==> config.mk <==
export PLATFORM = sky130hd
export DESIGN_NAME = sync_fifo
export DESIGN_NICKNAME = d
export VERILOG_FILES = /design/src/rtl/fifo_pkg.sv /design/src/rtl/fifo_mem.sv /design/src/rtl/sync_fifo.sv
export SDC_FILE = /design/constraint.sdc
export NUM_CORES = 1
export LEC_CHECK = 0
export CAP_MARGIN = 5
export CORE_AREA = 3 3 95 79
export CTS_CLUSTER_DIAMETER = 60
export DETAILED_ROUTE_END_ITERATION = 10
export DIE_AREA = 0 0 98 82
export PLACE_DENSITY = 0.79
export SLEW_MARGIN = 20
export SYNTH_ARGS = -nofsm -noshare
export SYNTH_HDL_FRONTEND = slang
export SYNTH_HIERARCHICAL = 1
export SYNTH_SLANG_ARGS = --single-unit
export TNS_END_PERCENT = 10
==> constraint.sdc <==
create_clock -name clk -period 4.25 [get_ports clk]
set_clock_uncertainty 0.1 [all_clocks]
set_input_delay 0.85 -clock clk [delete_from_list [all_inputs] [get_ports clk]]
set_output_delay 0.85 -clock clk [all_outputs]
set_load 0.02 [all_outputs]
==> src/rtl/fifo_pkg.sv <==
// Shared constants for the synchronous FIFO.
// Holds the default word width and depth used by sync_fifo, fifo_mem,
// fifo_intf and the test bench, plus a helper for the occupancy width.
package fifo_pkg;

    localparam int DEF_FIFO_WIDTH = 8;
    localparam int DEF_FIFO_DEPTH = 8;

    // Occupancy runs 0..depth inclusive, so it needs one bit more than a pointer.
    function automatic int cnt_width(input int depth);
        return $clog2(depth) + 1;
    endfunction

endpackage

==> src/rtl/fifo_mem.sv <==
// FIFO storage: one write port and one registered read port.
// The array itself is never reset; only the read-data register is, so the
// FIFO output reads as zero straight out of reset.
// Ports:
//   clk, rst_n  - clock and asynchronous active-low reset (read register only)
//   wr_en       - write wr_data to wr_addr at the rising edge
//   wr_addr     - write address
//   wr_data     - write word
//   rd_en       - load rd_data from rd_addr at the rising edge
//   rd_addr     - read address
//   rd_data     - registered read word, holds when rd_en is low
module fifo_mem
    import fifo_pkg::*;
#(
    parameter int WIDTH = DEF_FIFO_WIDTH,
    parameter int DEPTH = DEF_FIFO_DEPTH,
    localparam int AW   = $clog2(DEPTH)
) (
    input  logic             clk,
    input  logic             rst_n,
    input  logic             wr_en,
    input  logic [AW-1:0]    wr_addr,
    input  logic [WIDTH-1:0] wr_data,
    input  logic             rd_en,
    input  logic [AW-1:0]    rd_addr,
    output logic [WIDTH-1:0] rd_data
);

    logic [WIDTH-1:0] mem [DEPTH];

    always_ff @(posedge clk) begin
        if (wr_en) begin
            mem[wr_addr] <= wr_data;
        end
    end

    // When full with a simultaneous read and write, both addresses match;
    // the non-blocking update means the read returns the old (oldest) word.
    always_ff @(posedge clk or negedge rst_n) begin
        if (!rst_n) begin
            rd_data <= '0;
        end else if (rd_en) begin
            rd_data <= mem[rd_addr];
        end
    end

endmodule

==> src/rtl/sync_fifo.sv <==
// Single-clock FIFO with registered read data, occupancy count, threshold
// flags and one-cycle overflow/underflow pulses.
// Ports:
//   clk, rst_n     - clock and asynchronous active-low reset
//   wr_en, wr_data - write request and word
//   rd_en          - read request
//   rd_data        - registered read word (holds between accepted reads)
//   rd_valid       - one-cycle pulse: rd_data was loaded at this edge
//   full, empty    - count == FIFO_DEPTH / count == 0
//   almost_full    - count >= AF_LEVEL
//   almost_empty   - count <= AE_LEVEL
//   count          - occupancy 0..FIFO_DEPTH
//   overflow       - one-cycle pulse on a rejected write
//   underflow      - one-cycle pulse on a rejected read
module sync_fifo
    import fifo_pkg::*;
#(
    parameter int FIFO_WIDTH = DEF_FIFO_WIDTH,
    parameter int FIFO_DEPTH = DEF_FIFO_DEPTH,
    parameter int AF_LEVEL   = FIFO_DEPTH - 1,
    parameter int AE_LEVEL   = 1
) (
    input  logic                             clk,
    input  logic                             rst_n,
    input  logic                             wr_en,
    input  logic [FIFO_WIDTH-1:0]            wr_data,
    input  logic                             rd_en,
    output logic [FIFO_WIDTH-1:0]            rd_data,
    output logic                             rd_valid,
    output logic                             full,
    output logic                             empty,
    output logic                             almost_full,
    output logic                             almost_empty,
    output logic [cnt_width(FIFO_DEPTH)-1:0] count,
    output logic                             overflow,
    output logic                             underflow
);

    localparam int PW = $clog2(FIFO_DEPTH);
    localparam int CW = cnt_width(FIFO_DEPTH);

    if (FIFO_DEPTH < 4 || (FIFO_DEPTH & (FIFO_DEPTH - 1)) != 0) begin : g_bad_depth
        $error("sync_fifo: FIFO_DEPTH must be a power of two and at least 4");
    end

    logic [PW-1:0] wr_ptr;
    logic [PW-1:0] rd_ptr;
    logic          rd_acc;
    logic          wr_acc;
    logic [CW-1:0] count_nxt;

    // No fall-through: a read needs data already stored. A write into a full
    // FIFO is still fine when a read frees a slot at the same edge.
    assign rd_acc = rd_en && !empty;
    assign wr_acc = wr_en && (!full || rd_acc);

    always_comb begin
        count_nxt = count;
        if (wr_acc && !rd_acc) begin
            count_nxt = count + 1'b1;
        end else if (rd_acc && !wr_acc) begin
            count_nxt = count - 1'b1;
        end
    end

    // Depth is a power of two, so the natural roll-over of a PW-bit pointer
    // is the required wrap from FIFO_DEPTH-1 to 0.
    always_ff @(posedge clk or negedge rst_n) begin
        if (!rst_n) begin
            wr_ptr <= '0;
            rd_ptr <= '0;
        end else begin
            if (wr_acc) begin
                wr_ptr <= wr_ptr + 1'b1;
            end
            if (rd_acc) begin
                rd_ptr <= rd_ptr + 1'b1;
            end
        end
    end

    // Flags are derived from the next count so they register in the same
    // edge as count and always agree with it.
    always_ff @(posedge clk or negedge rst_n) begin
        if (!rst_n) begin
            count        <= '0;
            full         <= 1'b0;
            empty        <= 1'b1;
            almost_full  <= 1'b0;
            almost_empty <= 1'b1;
        end else begin
            count        <= count_nxt;
            full         <= (count_nxt == CW'(FIFO_DEPTH));
            empty        <= (count_nxt == '0);
            almost_full  <= (int'(count_nxt) >= AF_LEVEL);
            almost_empty <= (int'(count_nxt) <= AE_LEVEL);
        end
    end

    always_ff @(posedge clk or negedge rst_n) begin
        if (!rst_n) begin
            rd_valid  <= 1'b0;
            overflow  <= 1'b0;
            underflow <= 1'b0;
        end else begin
            rd_valid  <= rd_acc;
            overflow  <= wr_en && !wr_acc;
            underflow <= rd_en && empty;
        end
    end

    fifo_mem #(
        .WIDTH (FIFO_WIDTH),
        .DEPTH (FIFO_DEPTH)
    ) u_mem (
        .clk     (clk),
        .rst_n   (rst_n),
        .wr_en   (wr_acc),
        .wr_addr (wr_ptr),
        .wr_data (wr_data),
        .rd_en   (rd_acc),
        .rd_addr (rd_ptr),
        .rd_data (rd_data)
    );

endmodule

======== Word level (Yosys, flattened, before mapping) ========
Memories as Yosys holds them, arrays and structs flattened. A register that Yosys moved wholly into a read port is not among the register bits.
Cells that the tools add are included.
cells by class
  mux-type cells .......................... 4
  reduce and logical (&&, ||, !) cells .... 13
  $lt $le $gt $ge ......................... 2
  add/subtract/negate cells ............... 4
  eq/ne operators ......................... 1
operators with widths
  operator                                                            number
  2-to-1 mux 4 bit                                                    2
  adder 3 x 1 -> 3 bit (second input constant)                        2
  logical AND 1 bit                                                   6
  zero test 1 bit                                                     5
  adder 4 x 1 -> 4 bit (second input constant)                        1
  equality test 4 bit (second input constant)                         1
  greater-or-equal comparator 4 x 3 -> 1 bit (second input constant)  1
  <= comparator 4 x 1 -> 1 bit (second input constant)                1
  zero test 4 bit                                                     1
  subtractor 4 x 1 -> 4 bit (second input constant)                   1
  2-to-1 mux 1 bit                                                    2
  logical OR 1 bit                                                    1
word-level totals
  memories kept ........................... 1
  output and inout port bits .............. 19
  logic and storage cells ................. 35
  bits in writable memories ............... 64
  input port bits ......................... 12
  bits in registers ....................... 17
memories
  memory     depth  width  read ports  clocked after memory_dff  write ports  line            source
  u_mem.mem  8      8      1           1                         1            fifo_mem.sv:29  logic [WIDTH-1:0] mem [DEPTH];

======== Depth between registers and ports, before layout ========
  word-level depth ........................ 9
  gate-level depth with buffers ........... 7

======== By module ========
The synthesis kept the hierarchy.
by module, submodules not included
  module     area each (µm²)  cells an instance  sequential area each (µm²)  times used
  fifo_mem   2861.5           169                2122.0                      1
  sync_fifo  775.7            64                 427.9                       1

======== Worst setup path before layout ========
OpenSTA, ideal clock, no wires.
  path kind ............................... input port to flip-flop
  start point ............................. in rd_en
  end point ............................... mem u_mem/mem[0][0] (netlist bit), enable pin
  arrival time ............................ 2.082 ns
  required time ........................... 3.767 ns
  slack ................................... 1.685 ns
  library setup time ...................... 0.383 ns
  stages .................................. 5
  path through ............................ nand2b_1 -> clkbuf_1 -> a21boi_2 -> nand2b_1 -> nor3_1
on the way
  cells in the longest elaborated chain, start to end .. 5
RTL lines
  item                                    line             source
  start, declared                         sync_fifo.sv:27  input logic rd_en,
  logical AND 1 bit                       sync_fifo.sv:54  assign rd_acc = rd_en && !empty;
  logical OR 1 bit                        sync_fifo.sv:55  assign wr_acc = wr_en && (!full || rd_acc);
  logical AND 1 bit                       sync_fifo.sv:55
  named net wr_acc                        sync_fifo.sv:49  logic wr_acc;
  2-to-1 mux 1 bit                        fifo_mem.sv:32   if (wr_en) begin
  2-to-1 mux 1 bit (implied by the code)  fifo_mem.sv:33   mem[wr_addr] <= wr_data;
  end, declared                           fifo_mem.sv:29
The timed path passes the listed nets, and every way through them passes these cells.

======== Final worst setup path ========
  start point ............................. in rd_en
  end point ............................... mem u_mem/mem[5][1] (netlist bit), enable pin
The elaborated chain is that of the path after synthesis.

==> impl_metrics.env <==
export IMPL_outcome="completed"
export IMPL_synthesis_nets=249
export IMPL_synth_edff_count=64
export IMPL_vdd_drop_max_mv=0.265
export IMPL_core_area_sq_um=6720
export IMPL_drv_slew=0
export IMPL_crit_fanout=10
export IMPL_post_drt_wl_per_cell_um=19.0
export IMPL_ctsResizeCount=0
export IMPL_wirelength_um=6820
export IMPL_max_stage_delay_ns=0.59
export IMPL_layout_drive_gt1_share_pct=10.3
export IMPL_cts_buffers=9
export IMPL_fp_dieW_um=98
export IMPL_nNetsFinal=283
export IMPL_synth_area_leaders="edfxtp_1 (53%), dfrtp_1 (16%), mux2i_1 (6.6%)"
export IMPL_place_congestion=0.865
export IMPL_dp_hpwl_um=4520
export IMPL_drc=0
export IMPL_path_buf_inv=1
export IMPL_maxCapViolCount=0
export IMPL_required_ns=4.13
export IMPL_crit_slowest_cell="nor2_1"
export IMPL_clock_root_buffer="clkbuf_8"
export IMPL_fillers=512
export IMPL_synth_seq_cells=89
export IMPL_grt_max_degree=43
export IMPL_gr_usage_all_layers_pct=18.2
export IMPL_antenna_found_initial=0
export IMPL_regArea_sq_um=2550
export IMPL_synth_seq_area_share_pct=70.1
export IMPL_dpl_cell_count=343
export IMPL_arrival_ns=2.71
export IMPL_fmax_mhz=353
export IMPL_clkLatencyLatePin_ns=0.35
export IMPL_portBuffers=30
export IMPL_post_route_util_pct=61.9
export IMPL_synth_top_cell_area_share_pct=52.8
export IMPL_rsz0062_at_grt="no"
export IMPL_grt_overflow_total=0
export IMPL_critical_path_top_delay_family="simple AND/OR/NAND/NOR gates"
export IMPL_die_height_um=82
export IMPL_min_path_type="flop to flop"
export IMPL_setup_worst_path_start_class="input port"
export IMPL_async_reset_ff_share_pct=28.1
export IMPL_cts_sinks=89
export IMPL_critPathKind="input port to flop"
export IMPL_yosys_most_used_dff="edfxtp_1"
export IMPL_yosysUniqueCellTypes=42
export IMPL_diodes=0
export IMPL_drt_vias_per_instance=5.55
export IMPL_worst_setup_path_end_kind="flop"
export IMPL_ios=31
export IMPL_postCtsSetupBuffers=0
export IMPL_synth_top_cell_by_area="edfxtp_1"
export IMPL_crit_chain="clkdlybuf4s50_1, nand2b_1, a21boi_2, nand2_1, nor2_1"
export IMPL_worst_pin_slew_ns=0.991
export IMPL_vias=1994
export IMPL_synth_area_sq_um=3640
export IMPL_cts_tree="built"
export IMPL_powerDensity_nw_per_um2=666
export IMPL_start_util_pct=54.1
export IMPL_cts_max_level=3
export IMPL_slew_headroom_pct=33.9
export IMPL_ys_warn_count=6
export IMPL_grt_pass1_vias=1999
export IMPL_grt_pass1_wl_um=10500
export IMPL_cts_hold_buf=0
export IMPL_multi_input_area_sq_um=1000
export IMPL_dr_pass1_iters=4
export IMPL_clockBufferDepth=2
export IMPL_final_setup_viol_count=0
export IMPL_finalHoldViolCount=0
export IMPL_ant_nets=0
export IMPL_layout_min_cycle_time_ns=2.83
export IMPL_stdcell_count=359
export IMPL_area_growth_pct=14.3
export IMPL_power_leakage_nw=1.55
export IMPL_clk_transition_reported_paths_ns=0.08
export IMPL_dr_first_iter_drc_count=124
export IMPL_synthCells=233
export IMPL_period_share_pct=66.6
export IMPL_die_area_sq_um=8040
export IMPL_num_rows=27
export IMPL_tns_ns=0
export IMPL_syn_avg_cell_area_sq_um=15.6
==> metrics by stage <==
step | worst slack (ns) | instance area (sq um) | hold WS [ns] | power, mW
floorplan | 1.68 | 3640 | 0.357 | 1.99
detailed placement | 1.07 | 4000 | 0.397 | 2.30
global route | 1.24 | 4160 | 0.434 | 2.94
CTS | 1.44 | 4160 | 0.412 | 2.79
finish | 1.42 | 4160 | 0.415 | 2.77
global placement | 1.15 | 4000 | 0.403 | 2.27
==> registers in the layout, summed over array words and instances, names as in the netlist <==
signal	cells
almost_full	1
rd_ptr	3
u_mem/rd_data	8
overflow	1
u_mem/mem	64
count	4
underflow	1
full	1
almost_empty	1
rd_valid	1
empty	1
wr_ptr	3
==> cell usage in the layout (no fill, tap or decap), drive strengths merged, types with 5 or more instances in the layout <==
cell,Yosys,layout
a211o,8,8
a22oi,8,8
a41o,8,8
clkbuf,2,10
clkdlybuf4s50,0,30
dfrtp,23,23
edfxtp,64,64
mux2i,24,24
nand2,10,10
nand2b,5,5
nand3,9,9
nor2,9,9
nor2b,17,17
xnor2,5,5
==> power by group <==
group | switching, mW | leakage (nW) | total (mW) | internal, mW
registers | 0.225 | 0.880 | 1.37 | 1.14
clock network | 0.278 | 0.0750 | 0.486 | 0.208
logic | 0.473 | 0.598 | 0.918 | 0.445
==> metal layers <==
| metal | vias up | track usage, % | share of wire [%] |
|---|---|---|---|
| met2 | 49 | 28.3 | 48 |
| met1 | 989 | 24.6 | 46 |
| met3 | 8 | 5.09 | 5.2 |
| met5 | - | 0 | 0 |
| li1 | 948 | - | - |
| met4 | 0 | 7.19 | 1.3 |
==> Yosys cell counts (2+ instances only) <==
library cell,n
dfrtp_1,23
xnor2_1,5
buf_6,2
dfstp_2,2
a211o_1,8
a22oi_1,8
nand3_1,9
edfxtp_1,64
nor2_1,8
nand2_1,10
buf_4,2
a31oi_1,2
buf_2,2
inv_1,3
clkbuf_1,2
nor3_1,3
mux2i_1,24
nand2b_1,5
a41o_1,8
nor2b_1,17
ha_1,4
a21o_1,2
==> path summary, 6_finish.rpt <==
check | cells past startpoint | slack [ns] | end | from
max | 5 | 1.42 | u_mem/mem[5][1] | rd_en
min | 1 | 0.41 | wr_ptr[2] | wr_ptr[2]
max reg2reg | 4 | 1.96 | u_mem/mem[5][1] | empty
min reg2reg | 1 | 0.41 | wr_ptr[2] | wr_ptr[2]
max in group asynchronous | 2 | 2.98 | almost_empty | rst_n
min in group asynchronous | 2 | 0.77 | underflow | rst_n
==> kinds of logic after synthesis <==
logic type | count (synthesis) | share of synthesized area, %
compound gates | 34 | 7.88
mux | 25 | 6.91
buf+inv | 13 | 2.34
flops | 89 | 70.1
xor+xnor | 7 | 1.89
simple gates | 61 | 9.49
fa+ha+maj | 4 | 1.38
==> final cells by class <==
class / instances / share of cell area, %
sequential: 89 / 61.3
multi-input combinational: 131 / 24.1
timing repair buffer: 33 / 7.76
clock buffer: 10 / 3.07
tap: 87 / 2.62
clock inverter: 6 / 0.842
inverter: 3 / 0.271
No activity file was read; power rests on OpenSTA's default activity.
